**config.mk**
```make
export PLATFORM = sky130hd
export DESIGN_NAME = cache_repl_unit_flat
export DESIGN_NICKNAME = d
export VERILOG_FILES = /design/src/rtl/cache_repl_pkg.sv /design/src/rtl/cache_repl_unit_if.sv /design/src/rtl/cache_repl_unit_plru_tree.sv /design/src/rtl/cache_repl_unit.sv /design/src/flat_wrapper.sv
export SDC_FILE = /design/constraint.sdc
export NUM_CORES = 1
export LEC_CHECK = 0
export ABC_AREA = 1
export BUFFER_PORTS_ARGS = -buffer_cell sky130_fd_sc_hd__buf_2
export CAP_MARGIN = 5
export CORE_UTILIZATION = 40
export CTS_CLUSTER_DIAMETER = 100
export CTS_CLUSTER_SIZE = 10
export DETAILED_ROUTE_END_ITERATION = 16
export HOLD_SLACK_MARGIN = 0.1
export SLEW_MARGIN = 5
export SYNTH_ARGS = -nofsm -noshare
export SYNTH_HDL_FRONTEND = slang
export SYNTH_SLANG_ARGS = --single-unit
```
**constraint.sdc**
```tcl
create_clock -name cache_clk -period 5.05 [get_ports cache_clk]
set_input_delay 0.2525 -clock cache_clk [delete_from_list [all_inputs] [get_ports cache_clk]]
set_output_delay 0.2525 -clock cache_clk [all_outputs]
set_load 0.005 [all_outputs]
```
**src/rtl/cache_repl_pkg.sv**
```systemverilog
// rtl/cache_repl_pkg.sv - shared types, constants and index helpers for cache_repl_unit
package cache_repl_pkg;

    typedef enum logic [1:0] {
        REPL_PLRU = 2'd0,
        REPL_RAND = 2'd1,
        REPL_RR   = 2'd2
    } repl_mode_e;

    // Helpers work on a fixed maximum width; callers pad or truncate with casts.
    localparam int MAX_WAYS = 64;
    localparam int IDX_W    = 6;

    // Fibonacci taps 16,14,13,11 expressed as a mask over lfsr[15:0]
    localparam logic [15:0] LFSR_TAPS = 16'hB400;

    function automatic logic [IDX_W-1:0] onehot2idx(input logic [MAX_WAYS-1:0] oh);
        logic [IDX_W-1:0] idx;
        idx = '0;
        for (int i = 0; i < MAX_WAYS; i++) begin
            if (oh[i]) idx = idx | IDX_W'(i);
        end
        return idx;
    endfunction

    function automatic logic [MAX_WAYS-1:0] idx2onehot(input logic [IDX_W-1:0] idx);
        return MAX_WAYS'(1) << idx;
    endfunction

    // Index of the lowest clear bit; 0 when every bit is set.
    function automatic logic [IDX_W-1:0] lowest_zero(input logic [MAX_WAYS-1:0] v);
        logic [IDX_W-1:0] idx;
        idx = '0;
        for (int i = MAX_WAYS - 1; i >= 0; i--) begin
            if (!v[i]) idx = IDX_W'(i);
        end
        return idx;
    endfunction

endpackage

```
**src/rtl/cache_repl_unit_if.sv**
```systemverilog
// rtl/cache_repl_unit_if.sv - victim request / touch bus between tag pipeline and replacer
interface cache_repl_unit_if
    import cache_repl_pkg::*;
#(
    parameter int WAYS = 4,
    parameter int SETS = 128
);
    localparam int SW = $clog2(SETS);

    logic            req_valid;
    logic [SW-1:0]   req_set;
    logic [WAYS-1:0] req_vld_way;
    logic            victim_valid;
    logic [WAYS-1:0] victim_way;
    logic            upd_valid;
    logic [SW-1:0]   upd_set;
    logic [WAYS-1:0] upd_way;
    logic            upd_fill;

    modport master (
        output req_valid, req_set, req_vld_way,
        output upd_valid, upd_set, upd_way, upd_fill,
        input  victim_valid, victim_way
    );

    modport slave (
        input  req_valid, req_set, req_vld_way,
        input  upd_valid, upd_set, upd_way, upd_fill,
        output victim_valid, victim_way
    );

endinterface

```
**src/rtl/cache_repl_unit_plru_tree.sv**
```systemverilog
// rtl/cache_repl_unit_plru_tree.sv - combinational tree-PLRU walk and touch for one set
module plru_tree
    import cache_repl_pkg::*;
#(
    parameter int WAYS = 4
) (
    input  logic [WAYS-2:0]         nodes,
    input  logic [$clog2(WAYS)-1:0] touch_idx,
    output logic [$clog2(WAYS)-1:0] victim_idx,
    output logic [WAYS-2:0]         nodes_next
);
    localparam int IW = $clog2(WAYS);

    // Walk from the root; each node bit picks the child (0 left, 1 right), MSB of the index first.
    always_comb begin : p_walk
        int n;
        n          = 0;
        victim_idx = '0;
        for (int l = 0; l < IW; l++) begin
            victim_idx[IW-1-l] = nodes[n];
            n = 2 * n + 1 + int'(nodes[n]);
        end
    end

    // Follow the touched way's path and flip each node on it to point away from that way.
    always_comb begin : p_touch
        int   n;
        logic dir;
        n          = 0;
        nodes_next = nodes;
        for (int l = 0; l < IW; l++) begin
            dir           = touch_idx[IW-1-l];
            nodes_next[n] = ~dir;
            n = 2 * n + 1 + int'(dir);
        end
    end

endmodule

```
**src/rtl/cache_repl_unit.sv**
```systemverilog
// rtl/cache_repl_unit.sv - per-set victim selection (PLRU / LFSR / round-robin), optional REPL_WAY_LOCK_EN way locking
module cache_repl_unit
    import cache_repl_pkg::*;
#(
    parameter int          WAYS      = 4,
    parameter int          SETS      = 128,
    parameter int          MODE      = 0,
    parameter logic [15:0] LFSR_SEED = 16'hACE1
) (
    input  logic            cache_clk,
    input  logic            rst,
`ifdef REPL_WAY_LOCK_EN
    input  logic [WAYS-1:0] lock_mask,
`endif
    cache_repl_unit_if.slave bus
);
    localparam int IW = $clog2(WAYS);

    if (WAYS < 2 || (WAYS & (WAYS - 1)) != 0 || WAYS > MAX_WAYS) begin : g_bad_ways
        $error("cache_repl_unit: WAYS must be a power of 2 between 2 and %0d", MAX_WAYS);
    end
    if (SETS < 2 || (SETS & (SETS - 1)) != 0) begin : g_bad_sets
        $error("cache_repl_unit: SETS must be a power of 2");
    end
    if (LFSR_SEED == 16'h0000) begin : g_bad_seed
        $error("cache_repl_unit: LFSR_SEED must be nonzero");
    end

    logic                upd_ok;
    logic [IW-1:0]       upd_idx;
    logic [IW-1:0]       pol_idx;
    logic [WAYS-1:0]     lock_w;
    logic [MAX_WAYS-1:0] busy_pad;
    logic [MAX_WAYS-1:0] lock_pad;
    logic [WAYS-1:0]     pick_oh;
    logic                sink_unused;

`ifdef REPL_WAY_LOCK_EN
    assign lock_w = lock_mask;
`else
    assign lock_w = '0;
`endif

    // Non-one-hot touches are dropped entirely.
    assign upd_ok      = bus.upd_valid && $onehot(bus.upd_way);
    assign upd_idx     = IW'(onehot2idx(MAX_WAYS'(bus.upd_way)));
    assign sink_unused = ^{bus.upd_fill, upd_ok, upd_idx, bus.upd_set};

    if (MODE == int'(REPL_PLRU)) begin : g_plru
        logic [WAYS-2:0] node_q [SETS];
        logic [WAYS-2:0] touch_cur;
        logic [WAYS-2:0] touch_nxt;
        logic [WAYS-2:0] walk_cur;
        logic [WAYS-2:0] walk_next_unused;
        logic [IW-1:0]   touch_victim_unused;

        assign touch_cur = node_q[bus.upd_set];
        // A same-set touch in this cycle is forwarded into the walk.
        assign walk_cur  = (upd_ok && bus.upd_set == bus.req_set) ? touch_nxt : node_q[bus.req_set];

        plru_tree #(.WAYS(WAYS)) u_touch (
            .nodes      (touch_cur),
            .touch_idx  (upd_idx),
            .victim_idx (touch_victim_unused),
            .nodes_next (touch_nxt)
        );

        plru_tree #(.WAYS(WAYS)) u_walk (
            .nodes      (walk_cur),
            .touch_idx  ('0),
            .victim_idx (pol_idx),
            .nodes_next (walk_next_unused)
        );

        // Commit the touched set's node bits.
        always_ff @(posedge cache_clk) begin
            if (rst) begin
                for (int s = 0; s < SETS; s++) node_q[s] <= '0;
            end else if (upd_ok) begin
                node_q[bus.upd_set] <= touch_nxt;
            end
        end
    end else if (MODE == int'(REPL_RAND)) begin : g_rand
        logic [15:0] lfsr_q;

        // Free-running LFSR, shared by all sets.
        always_ff @(posedge cache_clk) begin
            if (rst) lfsr_q <= LFSR_SEED;
            else     lfsr_q <= {lfsr_q[14:0], ^(lfsr_q & LFSR_TAPS)};
        end

        assign pol_idx = lfsr_q[IW-1:0];
    end else if (MODE == int'(REPL_RR)) begin : g_rr
        logic [IW-1:0] ptr_q [SETS];
        logic [IW-1:0] fill_ptr;

        // Wraps naturally from WAYS-1 to 0 in IW bits.
        assign fill_ptr = upd_idx + IW'(1);
        assign pol_idx  = (upd_ok && bus.upd_fill && bus.upd_set == bus.req_set) ? fill_ptr
                                                                                 : ptr_q[bus.req_set];

        // Only fills move the pointer; hits leave it alone.
        always_ff @(posedge cache_clk) begin
            if (rst) begin
                for (int s = 0; s < SETS; s++) ptr_q[s] <= '0;
            end else if (upd_ok && bus.upd_fill) begin
                ptr_q[bus.upd_set] <= fill_ptr;
            end
        end
    end else begin : g_bad_mode
        $error("cache_repl_unit: MODE must be 0, 1 or 2");
        assign pol_idx = '0;
    end

    // Pad with ones so padding bits never look invalid or unlocked.
    always_comb begin
        busy_pad           = '1;
        busy_pad[WAYS-1:0] = bus.req_vld_way | lock_w;
        lock_pad           = '1;
        lock_pad[WAYS-1:0] = lock_w;
    end

    // Prefer an invalid unlocked way; otherwise the policy pick, moved to the lowest unlocked way if needed.
    always_comb begin
        pick_oh = '0;
        if (!(&busy_pad)) begin
            pick_oh = WAYS'(idx2onehot(lowest_zero(busy_pad)));
        end else if (!(&lock_w)) begin
            if (!(&bus.req_vld_way) || lock_w[pol_idx]) begin
                pick_oh = WAYS'(idx2onehot(lowest_zero(lock_pad)));
            end else begin
                pick_oh = WAYS'(idx2onehot(IDX_W'(pol_idx)));
            end
        end
    end

    // Register the victim one cycle after the request; reset drops any pending request.
    always_ff @(posedge cache_clk) begin
        if (rst) begin
            bus.victim_valid <= 1'b0;
            bus.victim_way   <= '0;
        end else begin
            bus.victim_valid <= bus.req_valid;
            if (bus.req_valid) bus.victim_way <= pick_oh;
        end
    end

endmodule

```
**src/flat_wrapper.sv**
```systemverilog
// flat-port wrapper written by rule: the top's interface ports become plain ports
module cache_repl_unit_flat import cache_repl_pkg::*;
#(
    parameter int          WAYS      = 4,
    parameter int          SETS      = 128,
    parameter int          MODE      = 0,
    parameter logic [15:0] LFSR_SEED = 16'hACE1
)
  (cache_clk, rst, bus_req_valid, bus_req_set, bus_req_vld_way, bus_upd_valid, bus_upd_set, bus_upd_way, bus_upd_fill, bus_victim_valid, bus_victim_way);
  cache_repl_unit_if #(.WAYS(WAYS), .SETS(SETS)) bus_i ();
  input  logic cache_clk;
  input  logic rst;
  input wire logic [$bits(bus_i.req_valid)-1:0] bus_req_valid;
  input wire logic [$bits(bus_i.req_set)-1:0] bus_req_set;
  input wire logic [$bits(bus_i.req_vld_way)-1:0] bus_req_vld_way;
  input wire logic [$bits(bus_i.upd_valid)-1:0] bus_upd_valid;
  input wire logic [$bits(bus_i.upd_set)-1:0] bus_upd_set;
  input wire logic [$bits(bus_i.upd_way)-1:0] bus_upd_way;
  input wire logic [$bits(bus_i.upd_fill)-1:0] bus_upd_fill;
  output wire logic [$bits(bus_i.victim_valid)-1:0] bus_victim_valid;
  output wire logic [$bits(bus_i.victim_way)-1:0] bus_victim_way;
  assign bus_i.req_valid = bus_req_valid;
  assign bus_i.req_set = bus_req_set;
  assign bus_i.req_vld_way = bus_req_vld_way;
  assign bus_i.upd_valid = bus_upd_valid;
  assign bus_i.upd_set = bus_upd_set;
  assign bus_i.upd_way = bus_upd_way;
  assign bus_i.upd_fill = bus_upd_fill;
  assign bus_victim_valid = bus_i.victim_valid;
  assign bus_victim_way = bus_i.victim_way;
  cache_repl_unit #(.WAYS(WAYS), .SETS(SETS), .MODE(MODE), .LFSR_SEED(LFSR_SEED)) u_core (.cache_clk(cache_clk), .rst(rst), .bus(bus_i));
endmodule
```
* Word-level counts from Yosys, hierarchy flattened
Memories as Yosys holds them, arrays and structs flattened. Index checks and enable logic that the tools add are counted. W data, S select, Z words.
Cells by class: add/subtract/negate cells 5, $lt $le $gt $ge 4, equal/unequal tests 2, shift-type cells 3, multiplexer cells 29, bitwise operators 2, reductions and logical operators 7
Operators with widths (count):
- $lt A32 B4 Y1 const B | 1
- $mux W6 | 3
- $mux W2 | 6
- $shl A1 B6 Y4 const A | 2
- $mux W1 | 11
- $mux W4 | 2
- $eq A7 B7 Y1 | 1
- $mux W7 | 1
- $lt A2 B3 Y1 const B | 2
- $mux W3 | 2
- $add A1 B1 Y2 | 2
- $add A1 B1 Y2 const A | 2
- $bmux W1 S2 | 2
- $reduce_and A4 Y1 | 1
- $shl A1 B2 Y4 const A | 1
- $add A3 B3 Y3 | 1
- $bwmux W3 | 1
- $eq A3 B1 Y1 const B | 1
- $logic_and A1 B1 Y1 | 3
- $reduce_or A3 Y1 | 1
- $demux W1 S2 | 1
- $ge A2 B1 Y1 const B | 1
- $not A1 Y1 | 2
- $logic_not A1 Y1 | 1
- $logic_or A1 B1 Y1 | 1
Word-level totals: flip-flop bits (word level) 5, bits in writable memories 384, bits of input ports 27, output and inout bits 5, word-level logic and storage cells 55, memories kept 1
Memories:
- u_core.g_plru.node_q | depth 128, width 3, read ports 2, clocked after memory_dff 0, write ports 128, RTL line cache_repl_unit.sv:50 | logic [WAYS-2:0] node_q [SETS];

* Depth between registers and ports, before layout
Gate-level depths: netlist of the first run.
word-level depth 22, mapped depth 20, depth with buffers taken out 19

* Cells and area by module
Synthesis of the first run repeated with hierarchy kept, for this count alone.
Second synthesis, totals: cell total of the unflattened synthesis 2843, area total of the unflattened synthesis 21989.8 sq um
Modules (own cells, without submodules):
- cache_repl_unit | instances 1, cells an instance 2819, area each 21887.2 sq um, sequential area each 11631.2 sq um
- plru_tree (u_core.g_plru.u_touch) | instances 1, cells an instance 12, area each 52.6 sq um, sequential area each 0.0 sq um
- plru_tree (u_core.g_plru.u_walk) | instances 1, cells an instance 12, area each 50.0 sq um, sequential area each 0.0 sq um

* Worst setup path after synthesis of the first run
Ideal clock, no wire load.
path type input port to flip-flop, start in bus_upd_way[2], end mem u_core.g_plru.node_q[14][0] (netlist name) (enable), library setup time 303 ps, data arrival time 2601 ps, required time 4747 ps, setup slack 2147 ps, stages 10, path buffers 1, cell sequence inv_1 -> ha_1 -> ha_1 -> fa_1 -> nor3_1 -> nand2_1 -> nor3_1 -> buf_2 -> nand2_1 -> nand2_1
RTL lines:
- start: declaration | RTL line flat_wrapper.sv:18 | input wire logic [$bits(bus_i.upd_way)-1:0] bus_upd_way;
- end: declaration | RTL line cache_repl_unit.sv:50

* Final worst setup path of the first run
start in bus_req_set[1], end reg u_core.bus.victim_way[3]
Between the ends: word-level cells in the longest chain between the ends 12, elaborated cells between the ends (all ways) 14, classes of those cells add/sub: 1; eq/ne: 1; shift: 1; mux: 8; reduce/logical: 2; memory: 1
Ends and longest elaborated chain:
- start: declaration | RTL line flat_wrapper.sv:14 | input wire logic [$bits(bus_i.req_set)-1:0] bus_req_set;
- branches (longest 2 deep; another with $mem_v2 Z128 W3)
- $mux W3 (*) | RTL line cache_repl_unit.sv:59 | assign walk_cur = (upd_ok && bus.upd_set == bus.req_set) ? touch_nxt : node_q[bus.req_set];
- $add A1 B1 Y2 | RTL line cache_repl_unit_plru_tree.sv:21 | n = 2 * n + 1 + int'(nodes[n]);
- $bmux W1 S2
- $mux W1 (2 in series)
- $bmux W1 S2 | RTL line cache_repl_unit.sv:129 | if (!(&bus.req_vld_way) || lock_w[pol_idx]) begin
- $mux W1 (not written as such) | RTL line cache_repl_unit.sv:129
- $logic_or A1 B1 Y1 | RTL line cache_repl_unit.sv:129
- $mux W4 (*) | RTL line cache_repl_unit.sv:129
- $mux W4 (*) | RTL line cache_repl_unit.sv:126 | if (!(&busy_pad)) begin
- end signal: assignment | RTL line cache_repl_unit.sv:144 | if (bus.req_valid) bus.victim_way <= pick_oh;
- end: declaration | RTL line cache_repl_unit_if.sv:29 | output victim_valid, victim_way
Every way passes the cells marked *. The select of a mux whose other input is x is not followed. A chain may end at the register's enable or synchronous reset.

==> flow_summary.yaml, run 1 <==
floorplan:
  coreArea_um2: 52900
  initial_core_util_pct: 40.7
  rows: 84
  die_y_um: 234
  die_x_um: 234
  die-area_um2: 54700
  num_io_pins: 32
clocking:
  clkSinkCount: 389
  cts.repair.resized: 0
  h-tree-depth: 2
  clkTransAtPathRegs_ns: 0.05
  cts_tree: "done"
  root_buffer: "clkbuf_16"
  numCtsBuffers: 44
  cts_buffer_depth: 3
  cts_setup_buffers: 0
  clk_latency_ns: 0.58
critical_path:
  required_ns: 5.57
  cp-end-kind: "flip-flop"
  start_kind: "input port"
  path_class: "input port to flip-flop"
  cp.arrival_ns: 4.23
  crit_fanout: 52
route:
  wire_per_inst_um: 21.1
  avgViaCountPerCell: 5.68
  dr.pass1.iters: 9
  drt_wl_total_um: 70800
  route.detailed.drc: 0
  drtAntennaViolNets: 0
  vias: 19098
  drt_iter0_markers: 2224
cells_and_area:
  fin_area_um2: 23300
  nNetsFinal: 2688
  layout-drive-gt1-share_pct: 5.72
  diodes: 0
  syn_to_final_growth_pct: 8.50
  final_util_pct: 44.1
  nFillCells: 5205
synthesis:
  ys_async_sr_fraction_pct: 0
  ys_warn_count: 0
  synth_most_common_cell: "nand2_1"
  netlist.area_leader.share_pct: 53.6
  syn-num-nets: 2752
  synth_edf_count: 384
  syn-mean-instance-area_um2: 7.91
  synth_area_leader_cell: "edfxtp_1"
  synth_seq_cells: 389
  synth_cell_type_count: 28
  synth_area_leaders: "edfxtp_1 54%, nand2_1 19%, nand3_1 9.4%"
  synthFlopType: "edfxtp_1"
  netlist_area_um2: 21500
  synth-seq-area-share_pct: 54.1
  syn_inst: 2720
  netlist_top_cells_count: "1094 x nand2_1, 447 x nor2_1, 406 x nand3_1, 384 x edfxtp_1, 89 x buf_2"
timing:
  finalHoldViolations: 0
  timing.fmax_mhz: 269
  period_share_pct: 73.6
  slew_viol_final: 0
  fin_tns_setup_ns: 0
  fin_crit_ns: 3.72
  final.setup_skew_ns: 0.00978
  rsz0062_at_grt: "false"
  max_slew.worst_pin.slew_ns: 1.15
  slew_headroom_pct: 23.2
  hold_ws_ns: 0.146
  setup_violations: 0
pwr:
  p_comb_share_pct: 12.1
  p_clk_share_pct: 38.2
  leakagePower_nw: 9.27
  p_int_mw: 5.49
  irDropWorstVdd_v: 0.000249
  swShare_pct: 26.6
  powerDensity_nw_per_um2: 320
  seqPwrFrac_pct: 49.7
  net-switching-power_mw: 1.99
place:
  dp_hpwl_um: 42200
  placed_area_um2: 22100
  port-buffer-count: 30
  gp_congestion: 0.885
outcome:
  status: "complete, no violations"
global_routing:
  grt_pass1_wl_um: 106000
  antenna_found_initial: 1
  track_usage_pct: 26.0
  grt_start_max_net_pins: 110
  grt_pass1_vias: 18492
  grt-ovfl-total: 0
worst_hold_path:
  hp-class: "input port to flip-flop"
job:
  cap_violations: 0
[per-layer routing]
metal  wire length [µm]  up-vias  GRT usage [%]
met1              28100     9058           33.2
li1                   -     8829              -
met4               3120        2           12.5
met3               6770      188           4.23
met2              32800     1021           42.9
met5                 13        -              0
[state kept, by name, indices dropped and copies added (netlist names)]
register / cells
u_core.g_plru.node_q: 384
u_core.bus.victim_way: 4
u_core.bus.victim_valid: 1
[what timing repair did]
action / in CTS / in global routing
hold endpoints to repair: 5 / 0
hold buffers: 5 / 0
setup endpoints to repair: 0 / 0
[power groups by stage]
stage	clock [mW]	sequential, mW	combinational, mW
2_1_floorplan	0	3.76	0.598
3_3_place_gp	0	3.78	0.871
3_5_place_dp	0	3.79	0.881
4_1_cts	2.89	3.72	0.886
5_1_grt	3.00	3.73	0.971
6_report	2.86	3.72	0.902
[worst paths after layout]
path	start	endpoint	slack [ns]	depth (start not counted)
setup / recovery	bus_req_set[1]	u_core.bus.victim_way[3]$_SDFFE_PP0P_	1.33	19
hold reg to reg	u_core.bus.victim_way[0]$_SDFFE_PP0P_	u_core.bus.victim_way[0]$_SDFFE_PP0P_	0.47	2
hold / removal	bus_req_vld_way[1]	u_core.bus.victim_way[0]$_SDFFE_PP0P_	0.15	5
setup reg to reg	u_core.g_plru.node_q[43][2]$_SDFFCE_PN0P_	u_core.bus.victim_way[3]$_SDFFE_PP0P_	2.10	15
[final cells by class]
class | count | area [µm²] | share of cell area [%]
Timing Repair Buffer | 85 | 662 | 2.84
Sequential cell | 389 | 11600 | 49.8
Tap cell | 688 | 861 | 3.69
Clock buffer | 63 | 1190 | 5.12
Inverter | 45 | 183 | 0.783
Multi-Input combinational cell | 2091 | 8800 | 37.7
[cell usage in the layout, fill, tap and decap left out, drive strengths merged]
master,Yosys,layout
nor4,4,4
nand3,406,406
clkinv,0,1
a21oi,28,28
o21bai,2,2
o22ai,1,1
buf,129,80
xnor2,5,5
clkbuf,66,63
fa,1,1
or2,8,8
ha,4,4
nand4,20,20
o21ai,45,45
nor2,451,451
nor3,4,4
dlygate4sd3,0,5
dfxtp,5,5
nand2,1094,1094
o211ai,18,18
edfxtp,384,384
inv,45,44
[logic make-up after synthesis]
logic type	count (synthesis)	synth area share [%]
simple gates	1987	37.6
flops	389	54.1
buf+inv	240	5.33
compound gates	94	2.46
xor+xnor	5	0.204
fa+ha+maj	5	0.326
[worst max-delay path, cell delays in order]
cell and delay, ns:
buf_4 0.38, clkinv_2 0.93, buf_4 0.57, nand3_1 0.13, nand3_1 0.10, nand3_1 0.18, nand3_1 0.11, nand2_1 0.13
nand2_1 0.10, nand2_1 0.08, nand2_1 0.05, nand3_1 0.08, nand2_1 0.06, nand2_1 0.06, nand2_1 0.13, nand2_1 0.11
nand2_1 0.05, a21oi_1 0.11, dlygate4sd3_1 0.55
[through the flow]
stage	power (mW)	instances	setup WS (ns)
final	7.48	3361	1.33
after CTS	7.49	3361	1.42
after global routing	7.70	3361	1.13
after detailed placement	4.67	3293	1.12
after floorplan	4.36	2720	2.15
after global placement	4.65	3293	1.17
Power figures use the tool's default switching activity.
==> run 2: changes to the inputs <==
==> constraint.sdc (replaced) <==
create_clock -name cache_clk -period 3.3 [get_ports cache_clk]
set_input_delay 0.165 -clock cache_clk [delete_from_list [all_inputs] [get_ports cache_clk]]
set_output_delay 0.165 -clock cache_clk [all_outputs]
set_load 0.005 [all_outputs]
==> run 2 against run 1 <==
First-iteration DRC count rose by 4.3%. Die area did not move. Global-route usage rose by 0.069 points. Non-clock buffer count rose by 101. Wire length barely moved. Sequential power rose by 53%. Via count rose by 2.8%. Design area rose by 4.2%. Utilization rose by 1.9 points. Power rose by 54%. Critical path depth did not move.
==> flow_summary.yaml, run 2 (synthesized netlist as in run 1, its figures left out) <==
clocking:
  clkTransAtPathRegs_ns: 0.05
  numCtsBuffers: 44
  h-tree-depth: 2
  cts_buffer_depth: 3
  cts.repair.resized: 0
  clk_latency_ns: 0.58
  root_buffer: "clkbuf_16"
  cts_tree: "done"
  clkSinkCount: 389
  hold_buffers: 8
  cts_setup_buffers: 0
route:
  route.detailed.drc: 0
  topRoutingLayerUsed: "met5"
  drt_iter0_markers: 2319
  dr.pass1.iters: 9
  wl_met3_um: 6420
  drtAntennaViolNets: 0
  met1_length_um: 27700
  wire_per_inst_um: 20.4
  drt_wl_total_um: 70800
  vias: 19630
  avgViaCountPerCell: 5.67
  wl_met2_um: 33400
cells_and_area:
  mostFrequentLayoutCells: "1094 x nand2_1, 444 x nor2_1, 406 x nand3_1"
  nNetsFinal: 2789
  reg_top3: "u_core.g_plru.node_q: 384 flops, u_core.bus.victim_way: 4 flops, u_core.bus.victim_valid: 1 flops"
  final_cells: 3462
  syn_to_final_growth_pct: 13.1
  final_util_pct: 46.0
  largest_reg_flops: 384
  diodes: 0
  layout-drive-gt1-share_pct: 9.05
  regMostFlops: "u_core.g_plru.node_q"
  mostFrequentLayoutCell: "nand2_1"
floorplan:
  die-area_um2: 54700
  num_io_pins: 32
  initial_core_util_pct: 40.7
  coreArea_um2: 52900
  die_x_um: 234
  die_y_um: 234
  rows: 84
global_routing:
  grt_pass1_wl_um: 107000
  grt_pass1_vias: 18995
  grt-ovfl-total: 0
  track_usage_pct: 26.0
  grt_start_max_net_pins: 129
  antenna_found_initial: 4
critical_path:
  path_class: "input port to flip-flop"
  start_kind: "input port"
  cp-end-kind: "flip-flop"
  cp.arrival_ns: 3.52
  path_cells: "buf_2 > buf_4 > nor2_2 > buf_4 > nand2_1 > o21ai_0 > nor2_1 > nand2_1 > nand2_1 > nand4_1 > nand2_1 > nand3_1 > nor3_1 > nor2_1 > nand2_1 > nand2_1 > nand2_1 > dlygate4sd3_1 > a21oi_1"
  crit_slowest_cell: "nor2_2"
  required_ns: 3.80
  crit_fanout: 14
  worst_path_most_repeated_cell: "nand2_1"
  crit_path_max_incr_delay_ns: 0.64
timing:
  final.setup_skew_ns: 0.0126
  max_slew.worst_pin.slew_ns: 1.27
  fin_tns_setup_ns: 0
  period_share_pct: 91.3
  setup_violations: 0
  finalHoldViolations: 0
  fin_crit_ns: 3.01
  hold_ws_ns: 0.181
  slew_viol_final: 0
  timing.fmax_mhz: 332
  rsz0062_at_grt: "false"
  slew_headroom_pct: 15.4
job:
  cap_violations: 0
place:
  gp_congestion: 0.934
  dp_cells: 3391
  port-buffer-count: 30
  dp_hpwl_um: 43400
pwr:
  irDropWorstVdd_v: 0.000386
  leakagePower_nw: 9.80
  powerDensity_nw_per_um2: 473
outcome:
  status: "complete, no violations"
worst_hold_path:
  hp-class: "input port to flip-flop"
[run 2: cell count changes in the layout (fill, tap and decap cells not counted), sizes merged]
cell / before / now
buf: 80 / 178
dlygate4sd3: 5 / 8
[run 2: final timing paths]
| kind | startpoint | endpoint | slack (ns) | cells after the start |
|---|---|---|---|---|
| worst max register to register | u_core.g_plru.node_q[52][1]$_SDFFCE_PN0P_ | u_core.bus.victim_way[1]$_SDFFE_PP0P_ | 0.42 | 16 |
| worst min-delay path | bus_req_vld_way[2] | u_core.bus.victim_way[3]$_SDFFE_PP0P_ | 0.18 | 8 |
| worst max-delay path | bus_upd_set[2] | u_core.bus.victim_way[1]$_SDFFE_PP0P_ | 0.29 | 19 |
| worst min register to register | u_core.bus.victim_way[3]$_SDFFE_PP0P_ | u_core.bus.victim_way[3]$_SDFFE_PP0P_ | 0.47 | 2 |
[run 2: per-stage QoR]
step	total power, mW	setup WS [ns]	instance area [µm²]
3_3_place_gp	7.18	0.320	23000
5_1_grt	11.9	0.181	24300
3_5_place_dp	7.21	0.255	23000
6_report	11.5	0.288	24300
2_1_floorplan	6.67	0.484	21500
4_1_cts	11.5	0.405	24300
[run 2: routing by layer]
| metal | GRT usage (%) | vias up |
|---|---|---|
| met5 | 0 | - |
| met1 | 32.5 | 9321 |
| met3 | 4.43 | 217 |
| met2 | 43.6 | 1043 |
| met4 | 12.9 | 6 |
| li1 | - | 9043 |
[run 2: power breakdown]
part	internal (mW)	switching (mW)
sequential	5.61	0.0871
clock	2.46	1.90
combinational	0.392	1.06
[run 2: critical path: cells and delay by family]
family | cells | cell delay [ns]
compound gates | 2 | 0.29
buf+inv | 4 | 1.26
simple gates | 13 | 1.79
[run 2: area by class of cell]
class | instances | area, µm²
Fill cell | 5068 | 28500
Timing Repair Buffer | 186 | 1650
Clock buffer | 63 | 1190
Inverter | 45 | 183
Multi-Input combinational cell | 2091 | 8800
Tap cell | 688 | 861
Sequential cell | 389 | 11600
